===== config.mk =====
export PLATFORM = sky130hd
export DESIGN_NAME = pipeline_ctrl
export DESIGN_NICKNAME = d
export VERILOG_FILES = /design/src/rtl/cpu_def_pkg.sv /design/src/rtl/pipeline_ctrl_forwarding.sv /design/src/rtl/pipeline_ctrl.sv
export SDC_FILE = /design/constraint.sdc
export NUM_CORES = 1
export LEC_CHECK = 0
export BUFFER_PORTS_ARGS = -buffer_cell sky130_fd_sc_hd__buf_4
export CORE_ASPECT_RATIO = 0.7
export CORE_MARGIN = 3
export CORE_UTILIZATION = 30
export CTS_BUF_LIST = sky130_fd_sc_hd__clkbuf_4
export DETAILED_ROUTE_END_ITERATION = 12
export PLACE_DENSITY_LB_ADDON = 0.12
export SLEW_MARGIN = 25
export SYNTH_ARGS = -nofsm -noshare
export SYNTH_HDL_FRONTEND = slang
export SYNTH_SLANG_ARGS = --single-unit

===== constraint.sdc =====
create_clock -name clk -period 4.35 [get_ports clk]
set_clock_uncertainty 0.1 [all_clocks]
set_input_delay 0.435 -clock clk [delete_from_list [all_inputs] [get_ports clk]]
set_output_delay 0.435 -clock clk [all_outputs]
set_load 0.05 [all_outputs]

===== src/rtl/cpu_def_pkg.sv =====
// Shared CPU definitions: register address width, multi-cycle unit latencies
// and the pipeline control state encoding.
package cpu_def_pkg;

  localparam int unsigned REG_ADDR_BITS = 5;
  localparam int unsigned MULT_CYCLES   = 4;
  localparam int unsigned DIV_CYCLES    = 32;
  localparam int unsigned CNT_BITS      = 5;

  typedef enum logic [1:0] {
    RUN      = 2'd0,
    MDU      = 2'd1,
    MEM_WAIT = 2'd2
  } ctrl_state_e;

  // Counter preload: the issue cycle is already the first stall cycle.
  function automatic logic [CNT_BITS-1:0] mdu_load(input logic div);
    return div ? CNT_BITS'(DIV_CYCLES - 1) : CNT_BITS'(MULT_CYCLES - 1);
  endfunction

  // Register 0 is hardwired to zero and never forwarded.
  function automatic logic fwd_hit(input logic [REG_ADDR_BITS-1:0] src,
                                   input logic [REG_ADDR_BITS-1:0] dst,
                                   input logic                     we);
    return (src != '0) && (src == dst) && we;
  endfunction

endpackage


===== src/rtl/pipeline_ctrl_forwarding.sv =====
// Bypass selection for the decode-stage branch comparator and the
// execute-stage ALU operands.
module forwarding_unit
  import cpu_def_pkg::*;
(
  input  logic [REG_ADDR_BITS-1:0] rs_d,
  input  logic [REG_ADDR_BITS-1:0] rt_d,
  input  logic [REG_ADDR_BITS-1:0] rs_e,
  input  logic [REG_ADDR_BITS-1:0] rt_e,
  input  logic [REG_ADDR_BITS-1:0] write_reg_m,
  input  logic [REG_ADDR_BITS-1:0] write_reg_w,
  input  logic                     reg_write_m,
  input  logic                     reg_write_w,
  output logic                     forward_a_d,
  output logic                     forward_b_d,
  output logic [1:0]               forward_a_e,
  output logic [1:0]               forward_b_e
);

  always_comb begin
    forward_a_d = fwd_hit(rs_d, write_reg_m, reg_write_m);
    forward_b_d = fwd_hit(rt_d, write_reg_m, reg_write_m);
  end

  // Memory stage holds the younger result, so it wins over writeback.
  always_comb begin
    forward_a_e = 2'b00;
    if (fwd_hit(rs_e, write_reg_m, reg_write_m))      forward_a_e = 2'b10;
    else if (fwd_hit(rs_e, write_reg_w, reg_write_w)) forward_a_e = 2'b01;

    forward_b_e = 2'b00;
    if (fwd_hit(rt_e, write_reg_m, reg_write_m))      forward_b_e = 2'b10;
    else if (fwd_hit(rt_e, write_reg_w, reg_write_w)) forward_b_e = 2'b01;
  end

endmodule


===== src/rtl/pipeline_ctrl.sv =====
// Pipeline hazard control: load-use and branch interlocks, multi-cycle
// mult/div stall sequencing, data-memory wait stalls and operand forwarding.
module pipeline_ctrl
  import cpu_def_pkg::*;
(
  input  logic                     clk,
  input  logic                     clr,
  input  logic [REG_ADDR_BITS-1:0] rs_d,
  input  logic [REG_ADDR_BITS-1:0] rt_d,
  input  logic [REG_ADDR_BITS-1:0] rs_e,
  input  logic [REG_ADDR_BITS-1:0] rt_e,
  input  logic [REG_ADDR_BITS-1:0] write_reg_e,
  input  logic [REG_ADDR_BITS-1:0] write_reg_m,
  input  logic [REG_ADDR_BITS-1:0] write_reg_w,
  input  logic                     reg_write_e,
  input  logic                     reg_write_m,
  input  logic                     reg_write_w,
  input  logic                     mem_to_reg_e,
  input  logic                     mem_to_reg_m,
  input  logic                     branch_d,
  input  logic                     pc_src_d,
  input  logic                     mdu_start_e,
  input  logic                     mdu_div_e,
  input  logic                     dmem_req_m,
  input  logic                     dmem_ready,
  output logic                     forward_a_d,
  output logic                     forward_b_d,
  output logic [1:0]               forward_a_e,
  output logic [1:0]               forward_b_e,
  output logic                     stall_f,
  output logic                     stall_d,
  output logic                     stall_e,
  output logic                     stall_m,
  output logic                     stall_w,
  output logic                     flush_d,
  output logic                     flush_e,
  output logic                     flush_m,
  output logic                     mdu_busy
);

  ctrl_state_e         state, state_nxt;
  logic [CNT_BITS-1:0] cnt, cnt_nxt;
  logic                mdu_done, mdu_done_nxt;
  logic                lw_stall, br_stall, hazard_stall, mem_miss;

  forwarding_unit u_fwd (
    .rs_d        (rs_d),
    .rt_d        (rt_d),
    .rs_e        (rs_e),
    .rt_e        (rt_e),
    .write_reg_m (write_reg_m),
    .write_reg_w (write_reg_w),
    .reg_write_m (reg_write_m),
    .reg_write_w (reg_write_w),
    .forward_a_d (forward_a_d),
    .forward_b_d (forward_b_d),
    .forward_a_e (forward_a_e),
    .forward_b_e (forward_b_e)
  );

  // Interlocks that only need the decode/execute/memory register fields.
  always_comb begin
    lw_stall = mem_to_reg_e && ((rt_e == rs_d) || (rt_e == rt_d));
    br_stall = branch_d &&
               ((reg_write_e  && ((write_reg_e == rs_d) || (write_reg_e == rt_d))) ||
                (mem_to_reg_m && ((write_reg_m == rs_d) || (write_reg_m == rt_d))));
    hazard_stall = lw_stall || br_stall;
    mem_miss     = dmem_req_m && !dmem_ready;
  end

  always_ff @(posedge clk or posedge clr) begin
    if (clr) begin
      state    <= RUN;
      cnt      <= '0;
      mdu_done <= 1'b0;
    end else begin
      state    <= state_nxt;
      cnt      <= cnt_nxt;
      mdu_done <= mdu_done_nxt;
    end
  end

  // Next state and stall/flush decode; a memory miss overrides everything.
  always_comb begin
    state_nxt    = state;
    cnt_nxt      = cnt;
    mdu_done_nxt = 1'b0;
    stall_f      = 1'b0;
    stall_d      = 1'b0;
    stall_e      = 1'b0;
    stall_m      = 1'b0;
    stall_w      = 1'b0;
    flush_e      = 1'b0;
    flush_m      = 1'b0;

    if (mem_miss) begin
      stall_f = 1'b1;
      stall_d = 1'b1;
      stall_e = 1'b1;
      stall_m = 1'b1;
      stall_w = 1'b1;
      if (state != MDU) state_nxt = MEM_WAIT;
    end else if (state == MDU) begin
      stall_f = 1'b1;
      stall_d = 1'b1;
      stall_e = 1'b1;
      flush_m = 1'b1;
      if (cnt == CNT_BITS'(1)) begin
        state_nxt    = RUN;
        cnt_nxt      = '0;
        mdu_done_nxt = 1'b1;
      end else begin
        cnt_nxt = cnt - CNT_BITS'(1);
      end
    end else if (mdu_start_e && !mdu_done) begin
      // Issue cycle counts as the first of the N stall cycles.
      stall_f   = 1'b1;
      stall_d   = 1'b1;
      stall_e   = 1'b1;
      flush_m   = 1'b1;
      cnt_nxt   = mdu_load(mdu_div_e);
      state_nxt = MDU;
    end else begin
      stall_f   = hazard_stall;
      stall_d   = hazard_stall;
      flush_e   = hazard_stall;
      state_nxt = RUN;
    end

    flush_d  = pc_src_d && !stall_d;
    mdu_busy = (state == MDU);
  end

endmodule


==> results by group <==
Critical path
  • CP bufs+invs: 2
  • Slowest CP cell: or4_4
  • Critical path peak fanout: 5
  • CP Launch Type: input port
  • Crit-path max cell delay: 0.54 ns
  • Worst Setup SP: rt_e[1]
  • CP Cell Sequence: buf_4 -> or4_4 -> nor2_4 -> nor4_2 -> nor4_2 -> buf_4
  • Reg2reg end: cnt[3]
  • CP delay by family, top: simple AND/OR/NAND/NOR gates
  • Arr. time, crit path: 1.84 ns
  • Worst-case reg-to-reg path depth: 6
  • R2R Path Start: cnt[1]
  • WP data required: 3.82 ns
  • Critical path capture point type: output port
  • Register-to-register setup slack: 2.52 ns
  • Setup CP Type: in2out

Synth
  • Ranking of synthesized cells by area: xnor2_1 27%, dfrtp_1 17%, xor2_1 10%
  • Simple-gate share of the synthesized area: 27.2%
  • Predominant post-synthesis flop cell: dfrtp_1
  • Synthesized cell area: 1170 sq um
  • Synth Area in XOR/XNOR: 37.4%
  • Count leader, synth: xnor2_1
  • Post-synthesis mux area share: 0%
  • Largest family of logic cells by synthesized area: XOR/XNOR gates
  • Cell taking the most area after synthesis: xnor2_1
  • Syn Area/Cell: 7.87 sq um
  • Compound-Gate Fraction of Synth Area: 10.2%
  • Post-Synth Adder-Cell Area: 2.13%
  • Yosys warns: 0
  • Synth cell types: 34
  • Top cells by count, synth: 36 x xnor2_1, 15 x nand2_1, 14 x xor2_1, 12 x nor2_1, 8 x dfrtp_1
  • Net Count, Synth: 199
  • Seq/Total Area, Yosys: 17.1%
  • Asr flop ratio synth: 100%
  • Register bit total from synthesis: 8
  • Post-synth EDFFs: 0
  • Post-Syn Instances: 149
  • Post-synth top area share: 26.9%

Drt
  • Total vias in the final route: 1237
  • DRC: 0
  • Routed length per instance: 14.2 um
  • Pre-antenna DRT Iters: 4
  • 1st-iter DRT viols: 77
  • Routed WL: 3.64 mm
  • Routed Antenna Nets: 0
  • Number of vias per cell: 4.81

Global routing
  • Largest net degree at the start of global routing: 10
  • Antenna violations before repair: 0
  • First-pass GRT wire length: 5.82 mm
  • GRT overflow: 0
  • GRT Total Usage: 15.8%
  • Vias in the first global route: 1201

Floorplan
  • Die ar.: 4710 sq um
  • Total core area: 3630 sq um
  • Initial Util: 32.3%
  • I/O pin count: 63
  • Die Height: 58.3 um
  • Rows: 18
  • Die Span X: 80.7 um

Pwr
  • Peak supply drop: 203 uV
  • Cell Int Power: 0.000278 W
  • Clock share of power: 10.8%
  • Leak pwr: 0.732 nW
  • PwrDens: 317 nW/um^2
  • Switching part of the total: 47.6%
  • P_sw: 0.000252 W
  • Combinational power share: 64.7%
  • Total Power: 0.000530 W
  • Reg power frac: 24.5%

Hold path
  • HP Class: in2async

Timing
  • Post-layout min period: 2.37 ns
  • Slew HR: 76.0%
  • Unrepaired setup endpoints after global routing: no
  • Max-slew violation count: 0
  • Fin Setup TNS: 0 ns
  • F_max: 421 MHz
  • Slew at the pin closest to its max-slew limit: 0.357 ns
  • Hold Fails Final Rpt: 0
  • Final Cycle Share: 54.6%
  • Final setup violation count: 0

Placement
  • Final HPWL from detailed placement: 3.11 mm
  • Final weighted congestion in routability-driven placement: 0.857
  • Port-buffer cells: 62
  • Inst Count DP: 254

Clock tree
  • Resized cells post-CTS: 0
  • Clk_lat worst skew: 0.25 ns
  • Root Buffer: clkbuf_4
  • CTS tree: built
  • # H-tree levels: 1
  • Clk sinks: 8
  • Hold Buf Count CTS: 0
  • Num CTS Buffers: 3
  • Clk buf depth: 2
  • Setup Buffers After CTS: 0
  • Clk pin slew, worst setup/hold paths: 0.06 ns

Job
  • Max-cap violations: 0

Status
  • Status: complete, no violations

Finish
  • Syn-to-layout area delta: 42.6%
  • Post-route insts no fill: 257
  • FF+latch area: 200 sq um
  • Multi-input gate area: 902 sq um
  • # diodes: 0
  • Fillers: 370
  • Layout Nets: 259
  • Layout cell share with drive strength beyond 1: 34.8%
==> kinds of logic (layout without fill, tap and decap cells) <==
kind of cell,count (synthesis),after routing
DFF,8,8
xor gates and xnor gates,50,50
buffers and inverters,12,70
AOI/OAI and AO/OA,19,19
adders and majority gates,2,2
and+or+nand+nor,58,58
==> flip-flops by register name, indices dropped and copies added (netlist names) <==
| name | cells |
|---|---|
| cnt | 5 |
| mdu_done | 1 |
| state | 2 |
==> layer usage <==
layer	share of wire (%)	routed length, um	up-vias	track usage, %
met4	0	0	0	1.45
met1	49	1780	555	23.3
met5	0	0	-	0
met3	9.0	329	0	3.36
met2	42	1540	57	24.6
li1	-	-	625	-
==> per-stage QoR <==
stage / util, % / setup WS (ns) / area [sq um] / hold slack [ns]
finish: 46.1 / 1.98 / 1670 / 0.0362
global route: 46.1 / 1.90 / 1670 / 0.0535
CTS: 46.1 / 1.98 / 1670 / 0.0448
detailed placement: 45.5 / 1.99 / 1650 / 0.323
global placement: 45.5 / 2.04 / 1650 / 0.309
floorplan: - / 0.906 / 1170 / 0.151
==> cell type report <==
type / count / area share, %
Timing Repair Buffer: 62 / 27.8
Inverter: 5 / 1.12
Sequential cell: 8 / 12.0
Tap cell: 50 / 3.74
Clock buffer: 3 / 1.35
Multi-Input combinational cell: 129 / 54.0
==> layout by cell type (no fill, tap or decap), types with 2 or more instances in the layout <==
cell type | synthesis | routed
a21oi_1 | 4 | 4
a22o_1 | 3 | 3
and3_1 | 3 | 3
buf_4 | 2 | 62
clkbuf_4 | 0 | 3
dfrtp_1 | 8 | 8
ha_1 | 2 | 2
inv_1 | 4 | 4
nand2_1 | 15 | 15
nand2b_1 | 4 | 4
nand3_1 | 2 | 2
nand4_1 | 6 | 6
nor2_1 | 12 | 12
nor3_1 | 3 | 3
nor4_1 | 2 | 2
nor4_2 | 2 | 2
o21ai_0 | 5 | 5
o21ai_1 | 2 | 2
o22ai_1 | 2 | 2
or4_1 | 3 | 3
xnor2_1 | 36 | 36
xor2_1 | 14 | 14
==> how the worst max path moves through the flow <==
stage | cells after the start | end | slack [ns]
final | 6 | forward_b_e[0] | 1.98
after global routing | 7 | flush_d | 1.90
after CTS | 6 | forward_b_e[0] | 1.98
after detailed placement | 6 | forward_b_e[0] | 1.99
after global placement | 6 | forward_b_e[0] | 2.04
after floorplan | 4 | forward_a_e[0] | 0.91
==> power by group through the flow <==
stage	Combinational, W	Clock (W)	Sequential, W
floorplan	0.000240	0	0.000123
global placement	0.000336	0	0.000129
detailed placement	0.000342	0	0.000131
CTS	0.000343	0.0000600	0.000129
global route	0.000375	0.0000669	0.000135
finish	0.000343	0.0000575	0.000130
No activity file was read; power rests on OpenSTA's default activity.
